**src/rtl/conv_pkg.sv**
```systemverilog
// Shared types and constants for the conv-layer input padding sequencer.
package conv_pkg;

  localparam int unsigned PAD_BEATS   = 8;
  localparam int unsigned PAD_ROWS    = 416;
  localparam int unsigned PAD_COUNT_W = 4;
  localparam int unsigned PAD_CYCLE_W = 9;

  typedef enum logic [1:0] {
    IDLE,
    PAD_ROW,
    DATA_ROW,
    FINISH
  } pad_seq_state_t;

endpackage

```
**src/rtl/pad_pos_counter.sv**
```systemverilog
// Two-level beat/row position counter for the padding sequencer.
module pad_pos_counter
  import conv_pkg::*;
#(
  parameter int unsigned Beats  = PAD_BEATS,
  parameter int unsigned Rows   = PAD_ROWS,
  parameter int unsigned CountW = PAD_COUNT_W,
  parameter int unsigned CycleW = PAD_CYCLE_W
) (
  input  logic              clk,
  input  logic              reset,
  input  logic              clear_i,
  input  logic              step_i,
  output logic [CountW-1:0] count_o,
  output logic [CycleW-1:0] cycle_o,
  output logic              last_beat_o,
  output logic              last_row_o
);

  logic [CountW-1:0] count_q, count_d;
  logic [CycleW-1:0] cycle_q, cycle_d;

  assign last_beat_o = (count_q == CountW'(Beats - 1));
  assign last_row_o  = (cycle_q == CycleW'(Rows - 1));

  always_comb begin
    count_d = count_q;
    cycle_d = cycle_q;
    if (clear_i) begin
      count_d = '0;
      cycle_d = '0;
    end else if (step_i) begin
      if (last_beat_o) begin
        count_d = '0;
        cycle_d = last_row_o ? '0 : cycle_q + CycleW'(1);
      end else begin
        count_d = count_q + CountW'(1);
      end
    end
  end

  always_ff @(posedge clk or posedge reset) begin
    if (reset) begin
      count_q <= '0;
      cycle_q <= '0;
    end else begin
      count_q <= count_d;
      cycle_q <= cycle_d;
    end
  end

  assign count_o = count_q;
  assign cycle_o = cycle_q;

endmodule

```
**src/rtl/pad_seq_ctrl.sv**
```systemverilog
// Frame sequencer for the conv-layer padding stage: pad rows, data rows, back-pressure.
// Optional stall counter output stall_cnt_o when PAD_SEQ_STATS_EN is defined.
module pad_seq_ctrl
  import conv_pkg::*;
#(
  parameter int unsigned BEATS_PER_ROW = PAD_BEATS,
  parameter int unsigned ROWS          = PAD_ROWS,
  parameter int unsigned COUNT_W       = PAD_COUNT_W,
  parameter int unsigned CYCLE_W       = PAD_CYCLE_W
) (
  input  logic               clk,
  input  logic               reset,
  input  logic               start_i,
  input  logic               in_valid_i,
  output logic               in_ready_o,
  input  logic               out_ready_i,
  output logic               pad_en_o,
  output logic [COUNT_W-1:0] pad_count_o,
  output logic [CYCLE_W-1:0] pad_cycle_o,
  output logic               out_valid_o,
  output logic               busy_o,
  output logic               done_o
`ifdef PAD_SEQ_STATS_EN
  ,
  output logic [15:0]        stall_cnt_o
`endif
);

  pad_seq_state_t state_q;
  logic busy_q, done_q, out_valid_q;
  logic pad_en, in_ready;
  logic last_beat, last_row;
  logic start_acc, frame_end, step;

  always_comb begin
    pad_en   = 1'b0;
    in_ready = 1'b0;
    case (state_q)
      PAD_ROW:  pad_en = out_ready_i;
      DATA_ROW: begin
        in_ready = in_valid_i & out_ready_i;
        pad_en   = in_valid_i & out_ready_i;
      end
      default: ;
    endcase
  end

  assign start_acc = (state_q == IDLE) & start_i;
  // The final beat leaves the counter parked rather than wrapping it.
  assign frame_end = pad_en & last_beat & last_row;
  assign step      = pad_en & ~frame_end;

  pad_pos_counter #(
    .Beats  (BEATS_PER_ROW),
    .Rows   (ROWS),
    .CountW (COUNT_W),
    .CycleW (CYCLE_W)
  ) u_pos (
    .clk         (clk),
    .reset       (reset),
    .clear_i     (start_acc),
    .step_i      (step),
    .count_o     (pad_count_o),
    .cycle_o     (pad_cycle_o),
    .last_beat_o (last_beat),
    .last_row_o  (last_row)
  );

  always_ff @(posedge clk or posedge reset) begin
    if (reset) begin
      state_q     <= IDLE;
      busy_q      <= 1'b0;
      done_q      <= 1'b0;
      out_valid_q <= 1'b0;
    end else begin
      out_valid_q <= pad_en;
      done_q      <= 1'b0;
      case (state_q)
        IDLE: begin
          if (start_i) begin
            busy_q  <= 1'b1;
            state_q <= PAD_ROW;
          end
        end
        PAD_ROW, DATA_ROW: begin
          if (frame_end) begin
            busy_q  <= 1'b0;
            done_q  <= 1'b1;
            state_q <= FINISH;
          end else if (pad_en && last_beat) begin
            // Row about to become ROWS-1 is the trailing pad row.
            state_q <= (pad_cycle_o == CYCLE_W'(ROWS - 2)) ? PAD_ROW : DATA_ROW;
          end
        end
        FINISH:  state_q <= IDLE;
        default: state_q <= IDLE;
      endcase
    end
  end

`ifdef PAD_SEQ_STATS_EN
  logic [15:0] stall_q;

  always_ff @(posedge clk or posedge reset) begin
    if (reset) begin
      stall_q <= '0;
    end else if (start_acc) begin
      stall_q <= '0;
    end else if (busy_q && !pad_en && (stall_q != 16'hFFFF)) begin
      stall_q <= stall_q + 16'd1;
    end
  end

  assign stall_cnt_o = stall_q;
`endif

  assign pad_en_o    = pad_en;
  assign in_ready_o  = in_ready;
  assign out_valid_o = out_valid_q;
  assign busy_o      = busy_q;
  assign done_o      = done_q;

endmodule

```
**config.mk**
```make
export PLATFORM = sky130hd
export DESIGN_NAME = pad_seq_ctrl
export DESIGN_NICKNAME = d
export VERILOG_FILES = /design/src/rtl/conv_pkg.sv /design/src/rtl/pad_pos_counter.sv /design/src/rtl/pad_seq_ctrl.sv
export SDC_FILE = /design/constraint.sdc
export NUM_CORES = 1
export LEC_CHECK = 0
export CAP_MARGIN = 5
export CORE_ASPECT_RATIO = 1.1
export CORE_MARGIN = 5
export CORE_UTILIZATION = 50
export CTS_BUF_LIST = sky130_fd_sc_hd__clkbuf_4
export CTS_CLUSTER_DIAMETER = 60
export DETAILED_ROUTE_END_ITERATION = 7
export PLACE_DENSITY = 0.82
export SYNTH_ARGS = -nofsm -noshare
export SYNTH_HDL_FRONTEND = slang
export SYNTH_SLANG_ARGS = --single-unit
```
**constraint.sdc**
```tcl
create_clock -name clk -period 4.2 [get_ports clk]
set_input_delay 0.63 -clock clk [delete_from_list [all_inputs] [get_ports clk]]
set_output_delay 0.63 -clock clk [all_outputs]
set_load 0.005 [all_outputs]
```
**Word-level counts from Yosys, hierarchy flattened**

Index checks and enable logic that the tools add are counted.

- Add/sub/neg operators: 2
- $mul: 0
- Div/mod/pow operators: 0
- Order comparisons: 0
- Eq/ne operators: 9
- Shift-type cells: 0
- Mux-type cells: 19
- Bitwise operators: 6
- Reductions and logical operators: 9

Operator list:

| operator | count |
|---|---|
| $mux 9 | 4 |
| $eq 9x9->1 const B | 2 |
| $mux 4 | 3 |
| $add 9x1->9 const B | 1 |
| $mux 2 | 4 |
| $pmux 2 s3 | 1 |
| $reduce_bool 2->1 | 3 |
| $and 1x1->1 | 5 |
| $mux 1 | 5 |
| $add 4x1->4 const B | 1 |
| $eq 2x2->1 const B | 2 |
| $eq 4x3->1 const B | 1 |
| $ne 2x2->1 const B | 2 |
| $pmux 1 s2 | 2 |
| $reduce_and 2->1 | 2 |
| $ne 3x3->1 const B | 1 |
| $reduce_and 3->1 | 1 |
| $eq 2x1->1 const B | 1 |
| $logic_not 2->1 | 1 |
| $reduce_or 2->1 | 1 |
| $logic_and 1x1->1 | 1 |
| $not 1->1 | 1 |

- Bits in registers: 18
- Latch bits: 0
- Memory bits (writable): 0
- Memory bits (read-only): 0
- Bits of input ports: 5
- Word-level logic and storage cells: 51
- Memories kept: 0

**Depth between registers and ports, before layout**

- Depth in word-level cells: 8
- Gate-level depth with buffers: 7
- Depth with buffers taken out: 6

**Hierarchy**

From an unflattened synthesis, not the netlist that was laid out.

- Cells, all modules: 109
- Area, all modules: 1047.3 um^2

Modules (own cells, without submodules):

| module | times used | cells each | area an instance (um^2) |
|---|---|---|---|
| pad_pos_counter | 1 | 70 | 694.4 |
| pad_seq_ctrl | 1 | 39 | 352.8 |

**Worst setup path before layout**

Ideal clock, no wire load.

- Kind: reg2reg
- Start: reg state_q[0]
- End: reg u_pos.cycle_q[4] (netlist: u_pos.cycle_o[4])
- Setup time: 66 ps
- Arrival time: 1894 ps
- Slack: 2240 ps
- Stages on the path, launching flop included: 8
- Clock period less this slack: 1960 ps
- Path through: dfrtp_1 > inv_1 > ha_1 > nand2_2 > or3_4 > buf_6 > or4_1 > nand2_1

- Word-level cells in the longest chain between the ends: 8
- Elaborated cells between the ends (all ways): 13

Ends and longest elaborated chain:

| item | line | text |
|---|---|---|
| start, declared | pad_seq_ctrl.sv:29 | `pad_seq_state_t state_q;` |
| start signal, assigned | pad_seq_ctrl.sv:92 | `state_q <= (pad_cycle_o == CYCLE_W'(ROWS - 2)) ? PAD_ROW : DATA_ROW;` |
| $eq 2x2->1 or $eq 2x1->1 (tied branches) | pad_seq_ctrl.sv:38 | `case (state_q)` |
| $pmux 1 s2 | pad_seq_ctrl.sv:38 |  |
| $and 1x1->1 (2 in series) | pad_seq_ctrl.sv:50 | `assign frame_end = pad_en & last_beat & last_row;` |
| $not 1->1 | pad_seq_ctrl.sv:51 | `assign step = pad_en & ~frame_end;` |
| $and 1x1->1 | pad_seq_ctrl.sv:51 |  |
| $reduce_bool 2->1 (no line) | n/a |  |
| $reduce_and 2->1 (no line) | n/a |  |
| end signal, assigned | pad_pos_counter.sv:48 | `cycle_q <= cycle_d;` |
| end, declared | pad_pos_counter.sv:21 | `logic [CycleW-1:0] cycle_q, cycle_d;` |

Several ways; a longest one is shown, not always the timed one.
A chain may end at the register's enable or synchronous reset.

**Worst setup path after layout**

- Start: reg state_q[0]
- End: out pad_en_o

- Word-level cells in the longest chain between the ends: 2
- Elaborated cells between the ends (all ways): 3

Ends and longest elaborated chain:

| item | line | text |
|---|---|---|
| $eq 2x2->1 or $eq 2x1->1 (tied branches) | pad_seq_ctrl.sv:38 |  |
| $pmux 1 s2 (*) | pad_seq_ctrl.sv:38 |  |
| end, declared | pad_seq_ctrl.sv:17 | `output logic pad_en_o,` |

Every way passes the cells marked *; elsewhere a longest branch is shown, timed or not.

==> impl_metrics.toml <==
[layout]
syn_to_final_growth_pct = 24.44
num-nets-final = 148
diodes = 0
final_cell_mix = "clkdlybuf4s50_1 (22), dfrtp_1 (18), a21oi_1 (9)"
final_common_cell = "clkdlybuf4s50_1"
finalInstanceArea_um2 = 1331
drive_gt1_share_pct = 4.444

[power_and_ir_drop]
powerDensity_nw_per_um2 = 477.7
p_leak_nw = 0.5657
switching_power_uw = 242.3
clock_power_share_pct = 13.8
switching_share_pct = 38.10
combPwrFrac_pct = 45.2
power.share.sequential_pct = 41.0
ir_worst_vdd_v = 0.0003420
intPower_uw = 393.7

[yosys]
synthCells = 112
async_flop_share_pct = 100.0
ys_ff_latch = 18
yosysSeqAreaShare_pct = 42.11
syn-mean-instance-area_um2 = 9.552
synth_enable_flop_cells = 0
syn_nets = 124
synth_ff_type = "dfrtp_1"
ys_types = 35
yosysWarnings = 0
syn_area_um2 = 1070

[clock_network]
cts_resized = 0
ctsHtreeMaxLevel = 1
cts_tree = "yes"
clk_pin_slew_ps = 100
clock_path_buffers = 2
cts.sinks = 18
cts.hold.buffers_added = 0
cts_buffers = 3
cts-root-buf = "clkbuf_4"
clkLatencyLatePin_ps = 290
post-cts-setup-buffer-count = 0

[sta]
rsz0062_at_grt = "no"
relSlewSlack_pct = 53.57
finalCriticalPeriod_ps = 2760
finalCritPeriodShare_pct = 65.71
slew_violations = 0
finClkSkew_ps = 1.630
setup-tns-final_ps = 0
hold_violations = 0
worst_slew_pin_slew_ps = 695.6
fmax_mhz = 362.4
final-setup-viol-count = 0

[global_route]
grt_usage_pct = 17.15
grt_start_max_net_pins = 19
grt_pass1_vias = 962
overflow = 0
grt_pass1_wl_mm = 4.064
grt_antenna_before_repair = 0

[detailed_routing]
avgViaCountPerCell = 5.828
vias = 950
ant_nets = 0
wl_mm = 2.331
drc_errors = 0
first_pass_iters = 4
wl_per_cell_um = 14.30
drtIter0Drc = 12

[flow_run]
cap_violations = 0

[hold_path]
hold_path_class = "register to register"

[floorplan]
fp.dieH_um = 58.51
core_area_um2 = 2021
die_area_um2 = 3165
pin_count = 23
rows = 17
die_width_um = 54.10
initial_utilization_pct = 52.94

[critical_path]
endpoint_kind = "primary output"
start_kind = "register"
critical_path_class = "register to primary output"
critPathArrivalTime_ps = 2130
path_max_fanout = 6
cp_data_required_time_ps = 3570

[placement]
gp_congestion = 0.7927
post-dp-hpwl_mm = 1.769
place_area_um2 = 1305
port_buffers = 22

[run_status]
outcome = "complete, no violations"
## metrics by stage
stage               setup slack, ps  power (mW)  instances  hold WS (ps)  utilization, %
global placement               1524      0.5395        159         548.9           64.58
floorplan                      2240      0.4283        112         549.0               -
global route                   1286      0.6886        163         604.9           65.88
CTS                            1437      0.6413        163         582.5           65.88
finish                         1440      0.6360        163         583.1           65.88
detailed placement             1496      0.5510        159         569.4           64.58
## cell type report
class	instances	area (um2)
fillers	158	689.4
multi-input cells	85	576.8
flip-flops and latches	18	450.4
repair buffers	22	220.2
well taps	28	35.03
clock buffers	3	22.52
inverters	6	22.52
clock inverters	1	3.754
## power by group through the flow
| stage | Clock (mW) | Combinational (mW) | Sequential [mW] |
|---|---|---|---|
| 2_1_floorplan | 0 | 0.173 | 0.255 |
| 3_5_place_dp | 0 | 0.288 | 0.263 |
| 4_1_cts | 0.0899 | 0.291 | 0.260 |
| 3_3_place_gp | 0 | 0.280 | 0.259 |
| 6_report | 0.0879 | 0.288 | 0.261 |
| 5_1_grt | 0.0979 | 0.322 | 0.269 |
## synth_stat cells (2+ instances only)
cell / count / area, um2
nor2_1: 7 / 26.28
dfrtp_1: 18 / 450.4
o21ai_0: 5 / 25.02
o31ai_1: 5 / 37.54
ha_1: 7 / 87.58
or4_1: 6 / 45.04
nand3_1: 6 / 30.03
nand2b_1: 2 / 12.51
nor3_1: 5 / 25.02
a21oi_1: 9 / 45.04
mux2i_1: 5 / 50.05
inv_1: 6 / 22.52
nand2_1: 6 / 22.52
and3_1: 3 / 18.77
nand4_1: 2 / 12.51
## sequential cells by signal (all words and copies together) (netlist names)
signal         count
busy_o             1
done_o             1
out_valid_o        1
state_q            2
u_pos.count_o      4
u_pos.cycle_o      9
## routing by layer
| layer | share of wire [%] | GRT usage [%] |
|---|---|---|
| met2 | 51 | 29.93 |
| met1 | 43 | 20.54 |
| met5 | 0 | 0 |
| met3 | 4.7 | 3.544 |
| met4 | 1.1 | 5.694 |
## kinds of logic after synthesis
kind of cell,count (synthesis),synth area share [%]
buffers and inverters,9,3.976
multiplexers,5,4.679
adder cells (fa/ha/maj),7,8.187
AND/OR/NAND/NOR,47,25.27
flip-flops,18,42.11
AO/OA/AOI/OAI,26,15.79
## worst max-delay path, stage by stage, from the launching register on
cell and delay, ps:
dfrtp_1 390, inv_1 90, ha_1 370, nand2_2 100
nor2_1 310, clkdlybuf4s50_1 570
## worst paths after layout
path                                          to  slack, ps             start  cells past startpoint
worst min-delay path            u_pos.cycle_o[8]        580  u_pos.cycle_o[8]                      2
worst min register to register  u_pos.cycle_o[8]        580  u_pos.cycle_o[8]                      2
max in group asynchronous       u_pos.cycle_o[6]       3030             reset                      2
min in group asynchronous            out_valid_o        730             reset                      2
worst max-delay path                    pad_en_o       1440        state_q[0]                      5
worst max register to register  u_pos.cycle_o[7]       2050        state_q[0]                      6
(Power assumes the default switching activity.)
